## config.mk

```make
export PLATFORM = sky130hd
export DESIGN_NAME = fetch_queue
export DESIGN_NICKNAME = d
export VERILOG_FILES = /design/src/rtl/cpu_ooo_pkg.sv /design/src/rtl/fetch_queue.sv
export SDC_FILE = /design/constraint.sdc
export NUM_CORES = 1
export LEC_CHECK = 0
export BUFFER_PORTS_ARGS = -buffer_cell sky130_fd_sc_hd__buf_2
export CAP_MARGIN = 20
export CELL_PAD_IN_SITES_DETAIL_PLACEMENT = 1
export CELL_PAD_IN_SITES_GLOBAL_PLACEMENT = 2
export CORE_ASPECT_RATIO = 1.1
export CORE_MARGIN = 2
export CORE_UTILIZATION = 44
export CTS_BUF_LIST = sky130_fd_sc_hd__clkbuf_8
export DETAILED_ROUTE_END_ITERATION = 16
export GPL_TIMING_DRIVEN = 0
export PLACE_DENSITY_LB_ADDON = 0.2
export SLEW_MARGIN = 20
export SYNTH_ARGS = -nofsm -noshare
export SYNTH_HDL_FRONTEND = slang
export SYNTH_SLANG_ARGS = --single-unit
```

## constraint.sdc

```tcl
create_clock -name clk -period 3.5 [get_ports clk]
set_input_delay 0.175 -clock clk [delete_from_list [all_inputs] [get_ports clk]]
set_output_delay 0.175 -clock clk [all_outputs]
set_load 0.03 [all_outputs]
```

## src/rtl/cpu_ooo_pkg.sv

```systemverilog
// cpu_ooo_pkg: constants and types shared by the out-of-order front end.
package cpu_ooo_pkg;

   // Canonical RISC-V NOP (addi x0, x0, 0).
   localparam logic [31:0] NOP_INSTR = 32'h0000_0013;

   // Default number of fetch queue entries.
   localparam int unsigned FETCH_Q_DEPTH = 4;

   // One fetched instruction together with the address it came from.
   typedef struct packed {
      logic [31:0] pc;
      logic [31:0] instr;
   } fq_entry_t;

endpackage

```

## src/rtl/fetch_queue.sv

```systemverilog
// fetch_queue: fetches sequential instructions from a combinational instruction
// memory into a small circular buffer and hands them to decode/rename in order.
// A flush discards everything queued and restarts fetch at redirect_pc.
// Optional feature: define FETCH_QUEUE_BYPASS_EN to let a word fetched into an
// empty queue appear on the dequeue port in the same cycle.
module fetch_queue
   import cpu_ooo_pkg::*;
#(
   parameter int unsigned DEPTH    = FETCH_Q_DEPTH,
   parameter logic [31:0] RESET_PC = 32'h0000_0000
) (
   input  logic                   clk,
   input  logic                   rst,
   input  logic                   flush,
   input  logic [31:0]            redirect_pc,
   output logic [31:0]            imem_addr,
   input  logic [31:0]            imem_instruction,
   output logic                   deq_valid,
   input  logic                   deq_ready,
   output logic [31:0]            deq_pc,
   output logic [31:0]            deq_instruction,
   output logic [$clog2(DEPTH):0] count
);

   localparam int unsigned   PW         = $clog2(DEPTH);
   localparam int unsigned   CW         = PW + 1;
   localparam logic [CW-1:0] FULL_COUNT = CW'(DEPTH);

   typedef enum logic [0:0] {StIdle, StFetch} state_e;

   state_e        state_q;
   logic [31:0]   pc_q;
   logic [PW-1:0] head_q;
   logic [PW-1:0] tail_q;
   logic [CW-1:0] count_q;
   fq_entry_t     mem_q [DEPTH];

   logic fetching;
   logic queue_empty;
   logic bypass_sel;
   logic deq_fire;
   logic push;
   logic mem_we;
   logic head_pop;

   assign fetching    = (state_q == StFetch) && !flush;
   assign queue_empty = (count_q == '0);

`ifdef FETCH_QUEUE_BYPASS_EN
   // An empty queue forwards the word being fetched straight to the consumer.
   assign bypass_sel = fetching && queue_empty;
`else
   assign bypass_sel = 1'b0;
`endif

   assign deq_valid = !flush && (!queue_empty || bypass_sel);
   assign deq_fire  = deq_valid && deq_ready;
   // A full queue can still accept a word when the head leaves in the same cycle.
   assign push      = fetching && ((count_q != FULL_COUNT) || deq_fire);
   // A forwarded word that is consumed at once never touches storage.
   assign mem_we    = push && !(bypass_sel && deq_fire);
   assign head_pop  = deq_fire && !bypass_sel;

   assign imem_addr = pc_q;
   assign count     = count_q;

   // Select the dequeue payload: forwarded word, stored head, or idle NOP.
   always_comb begin
      deq_pc          = '0;
      deq_instruction = NOP_INSTR;
      if (bypass_sel) begin
         deq_pc          = pc_q;
         deq_instruction = imem_instruction;
      end else if (deq_valid) begin
         deq_pc          = mem_q[head_q].pc;
         deq_instruction = mem_q[head_q].instr;
      end
   end

   // Control FSM plus fetch PC, pointers and occupancy; flush outranks traffic.
   always_ff @(posedge clk) begin
      if (rst) begin
         state_q <= StIdle;
         pc_q    <= RESET_PC;
         head_q  <= '0;
         tail_q  <= '0;
         count_q <= '0;
      end else if (flush) begin
         state_q <= StFetch;
         pc_q    <= redirect_pc;
         head_q  <= '0;
         tail_q  <= '0;
         count_q <= '0;
      end else begin
         if (state_q == StIdle) begin
            state_q <= StFetch;
         end
         if (push) begin
            pc_q <= pc_q + 32'd4;
         end
         if (mem_we) begin
            tail_q <= tail_q + 1'b1;
         end
         if (head_pop) begin
            head_q <= head_q + 1'b1;
         end
         count_q <= count_q + CW'(mem_we) - CW'(head_pop);
      end
   end

   // Entry storage; contents are only meaningful between head and tail.
   always_ff @(posedge clk) begin
      if (!rst && mem_we) begin
         mem_q[tail_q] <= '{pc: pc_q, instr: imem_instruction};
      end
   end

endmodule
```

==> results of run 1 <==
cell families after synthesis:
| kind of cell | after synthesis | synth area share [%] |
|---|---|---|
| xor+xnor | 32 | 2.35 |
| mux | 67 | 12.3 |
| fa+ha+maj | 8 | 0.902 |
| compound gates | 44 | 2.39 |
| flops | 298 | 71.5 |
| buf+inv | 45 | 1.66 |
| simple gates | 187 | 8.89 |
critical path, stage by stage (launching register included):
cell	delay [ns]
dfxtp_1	0.30
clkbuf_1	0.58
buf_2	0.50
mux4_2	0.59
and2_1	0.19
buf_2	0.18
routing by layer:
| layer | part of all wire, % | vias up | GRT usage (%) |
|---|---|---|---|
| li1 | - | 3241 | - |
| met4 | 2.2 | 0 | 5.92 |
| met3 | 4.4 | 52 | 3.66 |
| met2 | 51 | 184 | 34.6 |
| met5 | 0 | - | 0 |
| met1 | 43 | 3607 | 26.7 |
cells in the final DEF, fill, tap and decap left out, types with 13 or more instances in the layout:
cell / instances
and2_1: 69
buf_2: 174
clkbuf_1: 24
clkbuf_8: 54
clkinv_1: 13
dfxtp_1: 42
dlygate4sd3_1: 62
edfxtp_1: 256
inv_1: 24
mux4_2: 64
nand2_1: 27
nor2_1: 25
xnor2_1: 27
area by class of cell:
class	instances	area (um^2)	area share, %
Buffer	34	156	1.06
Clock buffer	53	729	4.92
Clock inverter	33	136	0.921
Inverter	11	41.3	0.279
Multi-Input combinational cell	338	3220	21.7
Sequential cell	298	8530	57.6
Tap cell	357	447	3.02
Timing Repair Buffer	232	1560	10.5
where the power goes:
group	leakage (nW)	internal [mW]	switching [mW]
registers	2.66	3.92	0.0712
clock network	0.499	1.39	1.31
logic	2.09	0.186	0.260
total	5.25	5.49	1.64
worst max-delay path by stage:
stage,slack [ns],end,from
final,0.45,deq_pc[9],register
after CTS,0.21,deq_pc[19],count[1]
after global routing,0.27,deq_pc[9],register
after detailed placement,0.36,count[2],count[1]
after floorplan,0.44,mem_q[0][0],count[1]
after global placement,-0.91,mem_q[2][47],flush
registers in the layout (all words and copies together), names as in the netlist, named ones only:
register,flops
state_q,1
tail_q,2
head_q,2
imem_addr,32
mem_q,256
count,3
metrics by stage:
step / worst slack [ns] / hold WS [ns] / TNS (ns)
final: 0.451 / 0.0591 / 0
after global routing: 0.268 / 0.0685 / 0
after CTS: 0.213 / 0.0260 / 0
after detailed placement: 0.356 / 0.395 / 0
after global placement: -0.909 / 0.387 / -229.80
after floorplan: 0.435 / 0.274 / 0
timing repair:
action	in CTS	in global routing
endpoints found under the setup margin	0	0
hold buffers	61	0
endpoints found under the hold margin	157	0
==> results.json, run 1 <==
{
  "outcome": "finished clean",
  "vias": 7084,
  "area_growth_pct": 24.2,
  "grt_overflow_total": 0,
  "max_cap_violations": 0,
  "yosys-top-cells-area": "edfxtp_1 (64%), mux4_2 (12%), dfxtp_1 (7.0%)",
  "cts_made_buffers": 48,
  "design_area_um2": 14800,
  "route.detailed.drc": 0,
  "p_leak_nw": 5.25,
  "hold_viol": 0,
  "ios": 168,
  "initial_core_util_pct": 44.5,
  "worstSkewPairLatency_ns": 0.56,
  "post_drt_wl_per_cell_um": 20.9,
  "total_power_mw": 7.13,
  "syn-cell-area_um2": 11900,
  "drtIter0Drc": 417,
  "min_period_over_period_pct": 87.1,
  "grt_pass1_vias": 7795,
  "via_per_inst": 5.22,
  "arrival_ns": 2.87,
  "hold_end": "imem_addr[22]",
  "syn_inst": 681,
  "r2r-end": "count[2]",
  "skew_ns": 0.0206,
  "drtPass1Iterations": 4,
  "antenna_left": 0,
  "max_freq_mhz": 328,
  "crit_path_end_kind": "output port",
  "cts_setup_buffers": 0,
  "n_fill_cell": 2604,
  "dieHeight_um": 177,
  "ys_seq_elements": 298,
  "final_cells": 1356,
  "fin_util_pct": 55.3,
  "crit_type": "reg2out",
  "grt_use_total_pct": 20.2,
  "synth-seq-area-share_pct": 71.5,
  "relSlewSlack_pct": 49.0,
  "cts_resized": 0,
  "final_net_count": 1039,
  "crit_fanout": 10,
  "root_buffer": "clkbuf_8",
  "rsz0062_at_grt": "no",
  "slew_violations": 0,
  "netlist_top_cells_count": "edfxtp_1 (256), and2_1 (73), mux4_2 (64), dfxtp_1 (42)",
  "tritoncts": "done",
  "grt_antenna_before_repair": 0,
  "worst-slew-pin-transition_ns": 0.765,
  "finalWirelength_um": 28300,
  "synth_top_area_cell": "edfxtp_1",
  "clockBufferDepth": 3,
  "grt_first_pass_wirelength_um": 43900,
  "portBuffers": 167,
  "hold_start": "redirect_pc[22]",
  "placed_area_um2": 13300,
  "design.core.area_um2": 26800,
  "synth_cell_type_count": 42,
  "drive_above_1_share_pct": 31.8,
  "ys_warn_count": 0,
  "synth.avg_cell_area_um2": 17.5,
  "dieArea_um2": 28500,
  "setup_viol": 0,
  "rows": 63,
  "syn-num-nets": 757,
  "critPathRequiredTime_ns": 3.32,
  "synth_top_area_share_pct": 64.4,
  "hold_depth": 4,
  "rrSetupSlack_ns": 0.71,
  "r2r_start": "count[1]",
  "n_antenna_cell": 0,
  "async_flop_share_pct": 0,
  "clock_sinks": 298,
  "cts.clk_slew.worst_paths_ns": 0.06,
  "grt_max_degree": 40,
  "synth_edf_count": 256,
  "min_period_ns": 3.05,
  "fp.dieW_um": 161,
  "dpl.hpwl_um": 18100,
  "p_per_area_nw_per_um2": 482,
  "hold_path_class": "in2reg",
  "synth.most_common_cell": "edfxtp_1",
  "h-tree-depth": 2,
  "synth_flop_cell": "edfxtp_1",
  "start_kind": "register",
  "vdd_drop_max_uv": 287,
  "rr_worst_depth": 11,
  "place_congestion": 0.761,
  "place_inst": 1209
}
(Power assumes the default switching activity.)
==> run 2, diff against run 1 <==
--- a/config.mk
+++ b/config.mk
@@ -10,7 +10,7 @@
 export CELL_PAD_IN_SITES_DETAIL_PLACEMENT = 1
 export CELL_PAD_IN_SITES_GLOBAL_PLACEMENT = 2
 export CORE_ASPECT_RATIO = 1.1
-export CORE_MARGIN = 2
+export CORE_MARGIN = 1
 export CORE_UTILIZATION = 44
 export CTS_BUF_LIST = sky130_fd_sc_hd__clkbuf_8
 export DETAILED_ROUTE_END_ITERATION = 16
==> run 2 against run 1 <==
Compared with the run above:
- critical path depth stayed put
- setup slack worse by 0.14 ns
- sequential power hardly changed
- maximum frequency is 4.5% lower
- sequential cell count stayed put
- power is 1.0% higher
- sequential share of layout area is 0.10 points lower
- first-iteration DRC count is 24% lower
- via count is 1.6% higher
- wire length is 2.8% higher
- largest cell class unchanged
==> results.json, run 2 (same netlist as run 1, synthesis figures left out) <==
{
  "outcome": "finished clean",
  "crit_type": "reg2out",
  "place_inst": 1204,
  "finalWirelength_um": 29100,
  "ios": 168,
  "cts_resized": 0,
  "vdd_drop_max_uv": 238,
  "vias": 7197,
  "max_freq_mhz": 313,
  "cts_setup_buffers": 0,
  "rsz0062_at_grt": "no",
  "grt_max_degree": 42,
  "dieHeight_um": 175,
  "dieArea_um2": 27800,
  "clockBufferDepth": 3,
  "grt_pass1_vias": 7851,
  "design.core.area_um2": 26400,
  "cts_made_buffers": 48,
  "n_fill_cell": 2554,
  "largest_reg_flops": 256,
  "worstSkewPairLatency_ns": 0.56,
  "whs_ns": 0.0518,
  "p_leak_nw": 5.29,
  "h-tree-depth": 2,
  "root_buffer": "clkbuf_8",
  "rows": 62,
  "layout_commonest_cell": "edfxtp_1",
  "slew_violations": 0,
  "drtIter0Drc": 319,
  "rr_worst_depth": 11,
  "min_period_ns": 3.19,
  "busiest_layer": "met2",
  "worst-slew-pin-transition_ns": 1.07,
  "fp.dieW_um": 159,
  "max_cap_violations": 0,
  "hold_viol": 0,
  "skew_ns": 0.0228,
  "route.detailed.drc": 0,
  "hold_path_class": "in2reg",
  "drtPass1Iterations": 5,
  "hold_depth": 4,
  "clock_sinks": 298,
  "start_kind": "register",
  "dpl.hpwl_um": 19000,
  "tritoncts": "done",
  "largest-register": "mem_q",
  "setup_viol": 0,
  "grt_util_met1_pct": 27.4,
  "initial_core_util_pct": 45.2,
  "post_drt_wl_per_cell_um": 21.5,
  "final_net_count": 1039,
  "layout_common_cells": "edfxtp_1 (256), buf_2 (174), and2_1 (69), mux4_2 (64), dlygate4sd3_1 (62)",
  "crit_path_end_kind": "output port",
  "crit_fanout": 10,
  "area_growth_pct": 24.4,
  "arrival_ns": 3.02,
  "grt_first_pass_wirelength_um": 45500,
  "antenna_left": 0,
  "place_congestion": 0.777,
  "grt_overflow_total": 0,
  "n_antenna_cell": 0,
  "placed_area_um2": 13300,
  "p_per_area_nw_per_um2": 486,
  "use_met2_pct": 36.7,
  "cts.clk_slew.worst_paths_ns": 0.06,
  "use_met3_pct": 4.25,
  "min_period_over_period_pct": 91.2,
  "relSlewSlack_pct": 28.4,
  "total_power_mw": 7.21,
  "via_per_inst": 5.32,
  "grt_use_total_pct": 21.5,
  "hold_buffers": 61,
  "critPathRequiredTime_ns": 3.32,
  "portBuffers": 167,
  "design_area_um2": 14800,
  "drive_above_1_share_pct": 31.8,
  "grt_antenna_before_repair": 0,
  "final_cells": 1354
}
[run 2: final cells by class]
cell class	instances	area, um^2	share of cell area, %
multi-input combinational	338	3220	21.7
clock buffer	55	757	5.10
tap	352	440	2.97
buffer	34	156	1.05
inverter	11	41.3	0.278
clock inverter	34	144	0.970
sequential	298	8530	57.5
timing repair buffer	232	1560	10.5
[run 2: power by group]
part / internal (mW) / switching, mW / total, mW
Clock: 1.43 / 1.33 / 2.76
Sequential: 3.92 / 0.0732 / 3.99
Combinational: 0.186 / 0.262 / 0.449
[run 2: worst max-delay path, stage by stage, from the launching register on]
cell and delay [ns]:
dfxtp_1 0.45, nor3_1 0.16, nor2_1 0.83, clkbuf_1 0.56, and2_1 0.25, buf_2 0.21
[run 2: worst paths after layout]
| path | startpoint | to | slack [ns] |
|---|---|---|---|
| setup / recovery | count[1] | deq_pc[10] | 0.31 |
| hold / removal | redirect_pc[26] | imem_addr[26] | 0.05 |
| setup reg to reg | count[1] | count[2] | 0.39 |
| hold reg to reg | tail_q[1] | tail_q[1] | 0.51 |
[run 2: routing by layer]
| layer | wire length [um] | part of all wire (%) | vias to the layer above |
|---|---|---|---|
| met5 | 0 | 0 | - |
| met1 | 12100 | 42 | 3675 |
| met2 | 14600 | 50 | 214 |
| met3 | 1500 | 5.2 | 64 |
| li1 | - | - | 3244 |
| met4 | 792 | 2.7 | 0 |
[run 2: metrics by stage]
stage	util, %	TNS [ns]	setup slack (ns)
2_1_floorplan	-	0	0.435
3_3_place_gp	50.1	-240.66	-0.967
3_5_place_dp	50.5	0	0.284
4_1_cts	56.3	0	0.214
5_1_grt	56.3	0	0.136
6_report	56.3	0	0.307
